## src/rtl/unidade_controle.sv

```systemverilog
`default_nettype none
// +------------------------------------------------------------------------+
// | unidade_controle: multi-cycle RV64 subset control unit (add/sub/addi/  |
// | ld/sd) that sequences fetch, decode, execute and write-back.           |
// | Revision: 1.0                                                           |
// +------------------------------------------------------------------------+
module unidade_controle (
  input  logic        clk,
  input  logic        reset,
  input  logic        start,
  input  logic [31:0] saida_IR,
  output logic        we,
  output logic        we_ram,
  output logic        we_mi,
  output logic        load_PC,
  output logic        load_IR,
  output logic [63:0] PCres,
  output logic [4:0]  Ra,
  output logic [4:0]  Rb,
  output logic [4:0]  Rw,
  output logic [63:0] entrada_mux_add_sub,
  output logic        decisor0,
  output logic        decisor1,
  output logic        decisor2,
  output logic        somador_subtrator,
  output logic        busy,
  output logic        halted,
  output logic        illegal,
  output logic [7:0]  instr_count
);

  typedef enum logic [2:0] {
    S_IDLE, S_F_PC, S_F_WAIT, S_F_IR, S_DECODE, S_EXEC, S_WB, S_HALT
  } state_t;

  state_t      state_q, state_d;
  logic [4:0]  pc_q, pc_d;
  logic [7:0]  cnt_q, cnt_d;
  logic        halted_q, halted_d, illegal_q, illegal_d;

  logic [4:0]  ra_q, rb_q, rw_q;
  logic [63:0] imm_q;
  logic        d0_q, d1_q, d2_q, sub_q, ld_q, sd_q, wr_q;

  logic [4:0]  dec_ra, dec_rb, dec_rw;
  logic [63:0] dec_imm;
  logic        dec_d0, dec_d1, dec_d2, dec_sub, dec_ld, dec_sd, dec_wr, dec_legal;

  // Combinational decode of the IR currently presented by the datapath
  always_comb begin
    dec_ra = 5'd0; dec_rb = 5'd0; dec_rw = 5'd0; dec_imm = 64'd0;
    dec_d0 = 1'b0; dec_d1 = 1'b0; dec_d2 = 1'b0; dec_sub = 1'b0;
    dec_ld = 1'b0; dec_sd = 1'b0; dec_wr = 1'b0; dec_legal = 1'b0;
    case (saida_IR[6:0])
      7'b0110011: begin
        if (saida_IR[14:12] == 3'b000 &&
            (saida_IR[31:25] == 7'b0000000 || saida_IR[31:25] == 7'b0100000)) begin
          dec_legal = 1'b1;
          dec_ra = saida_IR[19:15]; dec_rb = saida_IR[24:20]; dec_rw = saida_IR[11:7];
          dec_d1 = 1'b1;
          dec_sub = saida_IR[30];
          dec_wr = 1'b1;
        end
      end
      7'b0010011: begin
        if (saida_IR[14:12] == 3'b000) begin
          dec_legal = 1'b1;
          dec_ra = saida_IR[19:15]; dec_rw = saida_IR[11:7];
          dec_imm = {{52{saida_IR[31]}}, saida_IR[31:20]};
          dec_d0 = 1'b1; dec_d1 = 1'b1;
          dec_wr = 1'b1;
        end
      end
      7'b0000011: begin
        if (saida_IR[14:12] == 3'b011) begin
          dec_legal = 1'b1;
          dec_ra = saida_IR[19:15]; dec_rw = saida_IR[11:7];
          dec_imm = {{52{saida_IR[31]}}, saida_IR[31:20]};
          dec_d0 = 1'b1; dec_d1 = 1'b1; dec_d2 = 1'b1;
          dec_ld = 1'b1; dec_wr = 1'b1;
        end
      end
      7'b0100011: begin
        if (saida_IR[14:12] == 3'b011) begin
          dec_legal = 1'b1;
          // store data comes out of port A, base address out of port B
          dec_ra = saida_IR[24:20]; dec_rb = saida_IR[19:15];
          dec_imm = {{52{saida_IR[31]}}, saida_IR[31:25], saida_IR[11:7]};
          dec_d0 = 1'b1;
          dec_sd = 1'b1;
        end
      end
      default: dec_legal = 1'b0;
    endcase
  end

  always_comb begin
    state_d   = state_q;
    pc_d      = pc_q;
    cnt_d     = cnt_q;
    halted_d  = halted_q;
    illegal_d = illegal_q;
    case (state_q)
      S_IDLE, S_HALT: begin
        if (start) begin
          state_d   = S_F_PC;
          pc_d      = 5'd0;
          halted_d  = 1'b0;
          illegal_d = 1'b0;
        end
      end
      S_F_PC:   state_d = S_F_WAIT;
      S_F_WAIT: state_d = S_F_IR;
      S_F_IR:   state_d = S_DECODE;
      S_DECODE: begin
        if (dec_legal) begin
          state_d = S_EXEC;
        end else begin
          state_d   = S_HALT;
          halted_d  = 1'b1;
          illegal_d = 1'b1;
        end
      end
      S_EXEC, S_WB: begin
        if (state_q == S_EXEC && ld_q) begin
          state_d = S_WB;
        end else begin
          cnt_d = cnt_q + 8'd1;
          if (pc_q == 5'd31) begin
            state_d  = S_HALT;
            halted_d = 1'b1;
          end else begin
            pc_d    = pc_q + 5'd1;
            state_d = S_F_PC;
          end
        end
      end
      default: state_d = S_IDLE;
    endcase
  end

  always_ff @(posedge clk or posedge reset) begin
    if (reset) begin
      state_q   <= S_IDLE;
      pc_q      <= 5'd0;
      cnt_q     <= 8'd0;
      halted_q  <= 1'b0;
      illegal_q <= 1'b0;
      ra_q <= 5'd0; rb_q <= 5'd0; rw_q <= 5'd0; imm_q <= 64'd0;
      d0_q <= 1'b0; d1_q <= 1'b0; d2_q <= 1'b0; sub_q <= 1'b0;
      ld_q <= 1'b0; sd_q <= 1'b0; wr_q <= 1'b0;
    end else begin
      state_q   <= state_d;
      pc_q      <= pc_d;
      cnt_q     <= cnt_d;
      halted_q  <= halted_d;
      illegal_q <= illegal_d;
      if (state_q == S_DECODE) begin
        ra_q <= dec_ra; rb_q <= dec_rb; rw_q <= dec_rw; imm_q <= dec_imm;
        d0_q <= dec_d0; d1_q <= dec_d1; d2_q <= dec_d2; sub_q <= dec_sub;
        ld_q <= dec_ld; sd_q <= dec_sd;
        wr_q <= dec_wr && (dec_rw != 5'd0);
      end
    end
  end

  always_comb begin
    we = 1'b0; we_ram = 1'b0; we_mi = 1'b0; load_PC = 1'b0; load_IR = 1'b0;
    PCres = 64'd0;
    Ra = 5'd0; Rb = 5'd0; Rw = 5'd0; entrada_mux_add_sub = 64'd0;
    decisor0 = 1'b0; decisor1 = 1'b0; decisor2 = 1'b0; somador_subtrator = 1'b0;
    busy        = (state_q != S_IDLE) && (state_q != S_HALT);
    halted      = halted_q;
    illegal     = illegal_q;
    instr_count = cnt_q;
    case (state_q)
      S_F_PC: begin
        load_PC = 1'b1;
        PCres   = {59'd0, pc_q};
      end
      S_F_IR: load_IR = 1'b1;
      S_DECODE: begin
        if (dec_legal) begin
          Ra = dec_ra; Rb = dec_rb; Rw = dec_rw; entrada_mux_add_sub = dec_imm;
          decisor0 = dec_d0; decisor1 = dec_d1; decisor2 = dec_d2;
          somador_subtrator = dec_sub;
        end
      end
      S_EXEC, S_WB: begin
        Ra = ra_q; Rb = rb_q; Rw = rw_q; entrada_mux_add_sub = imm_q;
        decisor0 = d0_q; decisor1 = d1_q; decisor2 = d2_q;
        somador_subtrator = sub_q;
        we     = wr_q && (ld_q == (state_q == S_WB));
        we_ram = sd_q && (state_q == S_EXEC);
      end
      default: we_mi = 1'b0;
    endcase
  end

endmodule
`default_nettype wire

```

## config.mk

```make
export PLATFORM = sky130hd
export DESIGN_NAME = unidade_controle
export DESIGN_NICKNAME = d
export VERILOG_FILES = /design/src/rtl/unidade_controle.sv
export SDC_FILE = /design/constraint.sdc
export NUM_CORES = 1
export LEC_CHECK = 0
export CAP_MARGIN = 10
export CORE_ASPECT_RATIO = 0.7
export CORE_MARGIN = 2
export CORE_UTILIZATION = 41
export CTS_CLUSTER_DIAMETER = 30
export DETAILED_ROUTE_END_ITERATION = 7
export MAX_ROUTING_LAYER = met4
export PLACE_DENSITY = 0.82
export SLEW_MARGIN = 5
export SYNTH_ARGS = -nofsm -noshare
export SYNTH_HDL_FRONTEND = slang
export SYNTH_SLANG_ARGS = --single-unit
```

## constraint.sdc

```tcl
create_clock -name clk -period 4.09 [get_ports clk]
set_input_delay 0.409 -clock clk [delete_from_list [all_inputs] [get_ports clk]]
set_output_delay 0.409 -clock clk [all_outputs]
set_load 0.1 [all_outputs]
```

# Word level (Yosys, flattened, before mapping)
# Cells that the tools add are included.
[totals]
out_inout_bits = 163
inputBits = 35
register_bits = 103
elab_cells = 122
[classes]
reduce_logical = 22
n_mux = 61
n_addsub = 2
n_eq_ne = 21
bitwise = 1
[op_table]
columns = ["operator", "count"]
rows = [
  ["64-bit two-way mux", 4],
  ["64-bit one-hot mux with 3 select lines", 1],
  ["64-bit one-hot mux with 2 select lines", 1],
  ["5-bit two-way mux", 15],
  ["5-bit one-hot mux with 2 select lines", 5],
  ["7-bit by 6-bit equality test with 1-bit output, second input constant", 3],
  ["5-bit one-hot mux with 4 select lines", 1],
  ["1-bit two-way mux", 19],
  ["3-bit one-hot mux with 6 select lines", 1],
  ["5-bit one-hot mux with 3 select lines", 1],
  ["3-bit equality test, second input constant", 4],
  ["1-bit one-hot mux with 2 select lines", 6],
  ["2-bit != test, second input constant", 5],
  ["3-bit by 2-bit equality test with 1-bit output, second input constant", 3],
  ["3-bit two-way mux", 3],
  ["1-bit one-hot mux with 3 select lines", 3],
  ["8-bit by 1-bit adder with 8-bit output, second input constant", 1],
  ["7-bit by 2-bit equality test with 1-bit output, second input constant", 1],
  ["7-bit by 5-bit equality test with 1-bit output, second input constant", 1],
  ["7-bit logical NOT", 1],
  ["1-bit logical AND", 6],
  ["3-bit logical NOT", 2],
  ["3-bit nonzero test", 2],
  ["2-bit OR reduction", 3],
  ["other kinds (14)", 15],
]

# Logic depth before layout (Yosys ltp)
# Gate-level depths: netlist of run 1.
[logic_depth]
ltp_word = 7
mapped_depth = 8
depth_no_buf = 8

# Least setup slack after synthesis of run 1
# Ideal clock, no wire load.
[synth_path]
path_type = "register to output"
from = "reg state_q[0]"
to = "out entrada_mux_add_sub[12]"
path_slack_ns = 0.194
arrival_ns = 3.487
path_stages_with_launch = 9
path_cell_list = "dfrtp_1 -> or3b_1 -> and4bb_1 -> buf_4 -> o21a_1 -> buf_4 -> nand2_1 -> nand2_1 -> buf_4"
[synth_via]
elab_chain_cells = 3
word_cells_on_any_way = 5
cone_classes = "eq/ne (3); mux (1); reduce/logical (1)"
[synth_rtl]
columns = ["item", "line", "rtl"]
rows = [
  ["from (decl)", "36", "state_t state_q, state_d;"],
  ["from (signal assigned)", "153", "state_q <= state_d;"],
  ["3-bit equality test", "176", "case (state_q)"],
  ["2-bit OR reduction", "176", ""],
  ["64-bit one-hot mux with 2 select lines *", "176", ""],
  ["to (decl)", "21", "output logic [63:0] entrada_mux_add_sub,"],
]
# Every way passes the cells marked *; elsewhere a longest branch is shown, timed or not.

# Worst setup path after layout of run 1
[layout_path]
from = "reg state_q[2]"
to = "out entrada_mux_add_sub[46]"
# The elaborated chain is that of the path after synthesis.

==> summary.txt, run 1 <==
Status - completed
Fillers - 735
Antenna cells - 0
Met2 GRT Util - 32.2%
Comb power frac - 58.2%
Worst Setup Slack post-DPL - 0.879 ns
Maximum number of pins on one net before global-route repair - 54
IR Drop Worst-Case VDD - 0.000233 V
Number of flops mapped to enable cells by yosys - 0
Final period util - 87.0%
FP Rows - 29
Cell breakdown of the critical path - or3b_1, and4bb_1, o21a_1, nand2_1, nand2_1, buf_12, buf_12
Leakage power summed over all cells - 2.69 nW
Number of buffers added by the clock tree synthesis step - 5
Sequential share of power - 24.9%
Max-slew headroom - 33.4%
Clock Power Share - 16.9%
Final Hold Slack - 0.455 ns
Crit Path Category - reg -> out
Violation count after the first detailed-route iteration - 397
Detailed Routing Iterations Pass 1 - 6
Yosys synthesis warning count - 0
Vias in the first global route - 3,126
Met3 global-route usage - 4.97%
CP max stage cell - sky130_fd_sc_hd__dfrtp_1
CP Data Arrival Time - 3.15 ns
Switching power summed over all nets - 1.71 mW
Antenna violations before repair - 0
Clock Path Buffers - 2
Buffers added on ports - 137
DRC violation count after routing - 0
Die W - 120 um
Final wirelength - 10,100 um
Cell total after placement - 657
Post-cts resize count - 0
FFs w/ async S/R, synth - 100%
Yosys cell types - 58
Proportion of synthesized chip area in sequential cells - 33.1%
Leading cell types by total area after synthesis - sky130_fd_sc_hd__dfrtp_1 (33%), sky130_fd_sc_hd__buf_4 (22%), sky130_fd_sc_hd__nand2_1 (10%)
I/O pin count - 198
Unrepaired setup endpoints after global routing - no
Instance count on the critical path - 7
Transition at the pin with the smallest max-transition slack - 0.996 ns
Predominant post-synthesis flop cell - sky130_fd_sc_hd__dfrtp_1
Number of flip-flops and latches in the synthesized netlist - 51
Setup Skew - 0.00631 ns
Switching fraction of total power - 53.6%
Die Footprint - 10,200 um2
Number of hold violations in the final report - 0
Highest Clock Rate - 281 MHz
Power Internal - 1.49 mW
Final global-route overflow total - 0
Cell accounting for the most synthesized area - sky130_fd_sc_hd__dfrtp_1
Synthesized area per cell - 8.30 um2
# Max-Cap Violations - 0
Synth top area share - 33.1%
Largest delay share family, worst path - simple AND/OR/NAND/NOR gates
Number of setup buffers added after CTS - 0
Total Nets Final - 578
Count of hold-fix buffers inserted at cts - 0
Clk Tree Root Cell - sky130_fd_sc_hd__clkbuf_16
Non-Filler Cell Area, Final - 5620 um2
Kind of path behind the tightest hold check - in -> async
Post-DR vias/cell - 4.98
Total via count after detailed routing - 3,312
GR Util All Layers - 20.3%
Nature of the critical path endpoint - primary output
Number of max-slew violations in the final report - 0
Final count of negative-setup-slack endpoints - 0
Area growth from synthesis to layout - 46.0%
Number of levels the H-tree was split into - 2
Core area - 9110 um2
Synthesized netlist cell count - 464
Wire length of the first global-routing pass - 16,100 um
Post-DP HPWL - 7880 um
Critical path data required time - 3.68 ns
Die Span Y - 85.1 um
Pwr/cell area - 569 nW/um2
TritonCTS clock tree - yes
Weighted congestion reported at the end of routability-driven placement - 0.888
Finished Core Util - 61.7%
Post-route minimum period - 3.56 ns
Overall power - 3.20 mW
DP Area - 5430 um2
Worst setup slack after layout - 0.534 ns
Met1 GRT Util - 25.5%
Kind of start point of the critical path - flip-flop
Total buffers and inverters traversed by the critical path - 2
Library cell with the highest instance count after synthesis - sky130_fd_sc_hd__buf_4
Wire per inst - 15.2 um
Largest stage delay on the critical path - 0.73 ns
Non-filler instance count after layout - 665
Depth of the worst register-to-register path - 5
Register clock-pin slew on the reported worst setup and hold paths - 0.07 ns
Total negative setup slack - 0 ns
Netlist area before placement - 3850 um2
Number of nets still failing antenna checks after routing - 0
Most used standard cells in the synthesized netlist - sky130_fd_sc_hd__buf_4 (114), sky130_fd_sc_hd__nand2_1 (106), sky130_fd_sc_hd__dfrtp_1 (51), sky130_fd_sc_hd__nor2_1 (20), sky130_fd_sc_hd__a22o_1 (17)
GRT busiest layer - met2
Latest clock arrival within the worst-skew pair - 0.30 ns
Layout cells sized above 1 - 20.3%
Clock net sink count - 51
Maximum fanout count along the critical path - 53
Initial Utilization - 42.3%
## cell usage in the layout, fill, tap and decap left out, types with 2 or more instances in the layout
cell and count:
sky130_fd_sc_hd__a221oi_1 5, sky130_fd_sc_hd__nand2b_1 5, sky130_fd_sc_hd__xnor2_1 5, sky130_fd_sc_hd__bufinv_16 2, sky130_fd_sc_hd__ha_1 3, sky130_fd_sc_hd__and2_1 3, sky130_fd_sc_hd__o21a_1 3, sky130_fd_sc_hd__nor3b_1 2
sky130_fd_sc_hd__nor2_1 20, sky130_fd_sc_hd__a22oi_1 5, sky130_fd_sc_hd__a32oi_1 5, sky130_fd_sc_hd__mux2i_1 2, sky130_fd_sc_hd__nor3_1 6, sky130_fd_sc_hd__dfrtp_1 51, sky130_fd_sc_hd__nand3_1 6, sky130_fd_sc_hd__a21oi_1 7
sky130_fd_sc_hd__conb_1 60, sky130_fd_sc_hd__o21ai_0 10, sky130_fd_sc_hd__a22o_1 17, sky130_fd_sc_hd__a211oi_1 2, sky130_fd_sc_hd__buf_12 75, sky130_fd_sc_hd__o22ai_1 2, sky130_fd_sc_hd__a22o_2 2, sky130_fd_sc_hd__nand4_1 5
sky130_fd_sc_hd__buf_4 15, sky130_fd_sc_hd__nor2b_1 6, sky130_fd_sc_hd__clkdlybuf4s50_1 53, sky130_fd_sc_hd__clkbuf_16 5, sky130_fd_sc_hd__and3_1 11, sky130_fd_sc_hd__nand2_1 106, sky130_fd_sc_hd__inv_1 8, sky130_fd_sc_hd__a21o_1 5
sky130_fd_sc_hd__xor2_1 2
## kinds of logic (layout without fill, tap and decap cells)
| logic type | after synthesis | after routing | synth area share, % |
|---|---|---|---|
| adder cells (fa/ha/maj) | 3 | 3 | 0.975 |
| multiplexers | 3 | 3 | 0.812 |
| other | 1 | 60 | 0.0974 |
| AO/OA/AOI/OAI | 74 | 74 | 15.1 |
| AND/OR/NAND/NOR | 183 | 183 | 23.0 |
| XOR/XNOR | 7 | 7 | 1.59 |
| buffers and inverters | 142 | 160 | 25.3 |
| flip-flops | 51 | 51 | 33.1 |
## worst register-to-register path, delay by kind of cell, from the launching register on
| kind | cells | cell delay, ns |
|---|---|---|
| AOI/OAI and AO/OA | 1 | 0.15 |
| and+or+nand+nor | 4 | 1.44 |
| DFF | 1 | 0.73 |
## layer usage
layer	share of wire (%)	wire (um)
met1	42	4270
met4	2.4	240
met5	0	0
met2	47	4780
met3	8.3	845
## sequential cells by signal, summed over array words and instances (netlist names)
signal	count
state_q	3
ra_q	5
sub_q	1
instr_count	8
rb_q	5
imm_q	12
rw_q	5
ld_q	1
pc_q	5
d1_q	1
sd_q	1
d0_q	1
illegal	1
halted	1
wr_q	1
## final cells by class
cell class	count	area, um2	share of cell area [%]
Clock buffer	6	129	2.29
Clock inverter	2	60.1	1.07
Multi-Input combinational cell	330	1820	32.4
Tap cell	124	155	2.76
Sequential cell	51	1280	22.7
Inverter	9	33.8	0.601
Timing Repair Buffer	143	2140	38.1
## path summary, 6_finish.rpt
check	startpoint	endpoint	slack (ns)
min in group clk	imm_q[0]$_DFFE_PP0P_	imm_q[0]$_DFFE_PP0P_	0.48
max in group asynchronous	reset	instr_count[1]$_DFFE_PP0P_	2.85
max	state_q[2]$_DFFE_PP0P_	entrada_mux_add_sub[46]	0.53
max reg2reg	state_q[2]$_DFFE_PP0P_	ra_q[1]$_DFFE_PP0P_	1.71
min	reset	instr_count[7]$_DFFE_PP0P_	0.45
min reg2reg	imm_q[0]$_DFFE_PP0P_	imm_q[0]$_DFFE_PP0P_	0.48
## power by group through the flow
stage          Combinational, mW  Clock (mW)  Sequential (mW)
2_1_floorplan               1.33           0            0.923
3_3_place_gp                1.83           0            0.788
3_5_place_dp                1.86           0            0.802
4_1_cts                     1.87       0.550            0.792
5_1_grt                     1.95       0.570            0.821
6_report                    1.86       0.539            0.798
(Power assumes the default switching activity.)
==> run 2, diff against run 1 <==
- HOLD_SLACK_MARGIN: not set -> 0.03
==> results of run 2 <==
Final layout, timing and power as in run 1 (identical DEF).
==> run 3, diff against run 2 <==
- PLACE_DENSITY: 0.82 -> 0.89
- RECOVER_POWER: not set -> 25
==> summary.txt, run 3 (synthesized netlist as in run 1, its figures left out) <==
Critical path data required time - 3.68 ns
Final period util - 89.9%
Total negative setup slack - 0 ns
Area growth from synthesis to layout - 45.6%
Transition at the pin with the smallest max-transition slack - 2.26 ns
Buffers added on ports - 137
Total via count after detailed routing - 3,353
Post-DR vias/cell - 5.03
Instance count on the critical path - 8
Total Nets Final - 579
Register containing the most flip-flops in the final layout - imm_q
Wire per inst - 15.4 um
Comb power frac - 59.8%
Clock Power Share - 15.4%
Final wirelength - 10,200 um
Crit Path Category - reg -> out
Worst reg2reg setup slack - 1.67 ns
CP Launch Point - state_q[0]$_DFFE_PP0P_
# Max-Cap Violations - 1
Final Hold Slack - 0.472 ns
Worst Setup Slack post-DPL - 0.631 ns
Post-DP HPWL - 7850 um
Unrepaired setup endpoints after global routing - no
Latest clock arrival within the worst-skew pair - 0.30 ns
Weighted congestion reported at the end of routability-driven placement - 0.838
Pwr/cell area - 564 nW/um2
Final count of negative-setup-slack endpoints - 0
Critical register-to-register path endpoint - pc_q[3]$_DFFE_PP0P_
Sequential share of power - 24.7%
Clock net sink count - 51
IR Drop Worst-Case VDD - 0.000289 V
Detailed Routing Iterations Pass 1 - 5
CP max stage cell - sky130_fd_sc_hd__dfrtp_1
Number of flip-flops in the largest register - 12
Final global-route overflow total - 0
Total buffers and inverters traversed by the critical path - 3
Die W - 120 um
Leading cell types in the layout, fill and taps excluded - sky130_fd_sc_hd__nand2_1 (106), sky130_fd_sc_hd__buf_12 (75), sky130_fd_sc_hd__conb_1 (60), sky130_fd_sc_hd__clkdlybuf4s50_1 (53), sky130_fd_sc_hd__dfrtp_1 (51)
Largest delay share family, worst path - simple AND/OR/NAND/NOR gates
Number of max-slew violations in the final report - 42
Number of nets still failing antenna checks after routing - 0
Kind of start point of the critical path - flip-flop
Area of the multi-input gates - 1820 um2
Setup Skew - 0.0130 ns
Post-cts resize count - 0
Max-slew headroom - -50.4%
Cell breakdown of the critical path - or3b_1, and4bb_1, buf_4, o21a_1, nand2_1, nand2_1, buf_12, buf_12
Reg-to-reg startpoint - pc_q[0]$_DFFE_PP0P_
Status - finished with violations
Depth of the worst register-to-register path - 8
Wire length of the first global-routing pass - 16,100 um
Number of buffers added by the clock tree synthesis step - 5
Switching fraction of total power - 54.8%
Clock Path Buffers - 2
FP Rows - 29
Overall power - 3.16 mW
Clk Tree Root Cell - sky130_fd_sc_hd__clkbuf_16
Register clock-pin slew on the reported worst setup and hold paths - 0.07 ns
Vias in the first global route - 3,171
Leakage power summed over all cells - 2.68 nW
GR Util All Layers - 20.4%
Antenna violations before repair - 0
Number of setup buffers added after CTS - 0
Layout cells sized above 1 - 19.9%
Maximum fanout count along the critical path - 53
Antenna cells - 0
Nature of the critical path endpoint - primary output
DRC violation count after routing - 0
DP Area - 5440 um2
Largest stage delay on the critical path - 0.64 ns
Kind of path behind the tightest hold check - reg -> reg
Violation count after the first detailed-route iteration - 284
Post-route minimum period - 3.68 ns
Number of levels the H-tree was split into - 2
Storage element area - 1280 um2
Initial Utilization - 42.3%
Fillers - 693
TritonCTS clock tree - yes
Destination of the critical timing path - entrada_mux_add_sub[20]
Highest Clock Rate - 272 MHz
Non-Filler Cell Area, Final - 5610 um2
Switching power summed over all nets - 1.73 mW
Maximum number of pins on one net before global-route repair - 54
Commonest non-fill, non-tap cell in the layout - sky130_fd_sc_hd__nand2_1
CP Data Arrival Time - 3.27 ns
Violations in the final reports - capacitance limit, slew limit
Worst setup slack after layout - 0.414 ns
Power Internal - 1.43 mW
Die Span Y - 85.1 um
I/O pin count - 198
Number of hold violations in the final report - 0
Core area - 9110 um2
Die Footprint - 10,200 um2
Count of hold-fix buffers inserted at cts - 0
-- run 3: changes by cell type in the layout (fill, tap and decap cells not counted) --
cell,previous run,this run
sky130_fd_sc_hd__inv_2,1,0
sky130_fd_sc_hd__clkbuf_1,1,2
sky130_fd_sc_hd__dlygate4sd3_1,0,1
sky130_fd_sc_hd__inv_1,8,9
sky130_fd_sc_hd__inv_6,0,1
sky130_fd_sc_hd__bufinv_16,2,1
sky130_fd_sc_hd__buf_4,15,14
-- run 3: power groups by stage --
stage / registers (mW) / logic [mW] / clock network [mW]
after floorplan: 0.923 / 1.33 / 0
after global placement: 0.774 / 1.85 / 0
after detailed placement: 0.784 / 1.89 / 0
after CTS: 0.778 / 1.89 / 0.492
after global routing: 0.802 / 1.97 / 0.515
final: 0.783 / 1.89 / 0.488
-- run 3: worst min path at each step --
stage               cells after the start  slack (ns)                    end             startpoint
global placement                        2        0.45   imm_q[9]$_DFFE_PP0P_   imm_q[9]$_DFFE_PP0P_
floorplan                               2        0.44  imm_q[10]$_DFFE_PP0P_  imm_q[10]$_DFFE_PP0P_
CTS                                     2        0.48      sub_q$_DFFE_PP0P_      sub_q$_DFFE_PP0P_
global route                            2        0.49    ra_q[2]$_DFFE_PP0P_    ra_q[2]$_DFFE_PP0P_
finish                                  2        0.47      sub_q$_DFFE_PP0P_      sub_q$_DFFE_PP0P_
detailed placement                      2        0.46      sub_q$_DFFE_PP0P_      sub_q$_DFFE_PP0P_
-- run 3: routing by layer --
layer  track usage (%)  up-vias  part of all wire (%)  wire, um
met5                 -        -                     0         0
met4              5.88        0                   1.1       117
met3              5.85       12                   9.7       998
met2              32.4      197                    49      5010
met1              25.4     1593                    40      4120
li1                  -     1551                     -         -
-- run 3: through the flow --
stage	util (%)	cells
floorplan	-	523
global route	61.6	666
CTS	61.5	665
global placement	59.7	657
finish	61.6	666
detailed placement	59.7	657
-- run 3: area by class of cell --
| cell class | instances | share of cell area, % |
|---|---|---|
| Timing Repair Buffer | 144 | 38.4 |
| Multi-Input combinational cell | 330 | 32.5 |
| Sequential cell | 51 | 22.8 |
| Tap cell | 124 | 2.77 |
| Clock buffer | 6 | 2.30 |
| Clock inverter | 2 | 0.692 |
| Inverter | 9 | 0.603 |
-- run 3: worst register-to-register path, stage by stage (launching register included) --
cell and delay, ns:
sky130_fd_sc_hd__dfrtp_1 0.42, sky130_fd_sc_hd__ha_1 0.25, sky130_fd_sc_hd__and3_1 0.19, sky130_fd_sc_hd__ha_1 0.22, sky130_fd_sc_hd__nor2b_1 0.19, sky130_fd_sc_hd__o21ai_0 0.12, sky130_fd_sc_hd__o22ai_1 0.58, sky130_fd_sc_hd__nand4_1 0.20
sky130_fd_sc_hd__mux2i_1 0.15
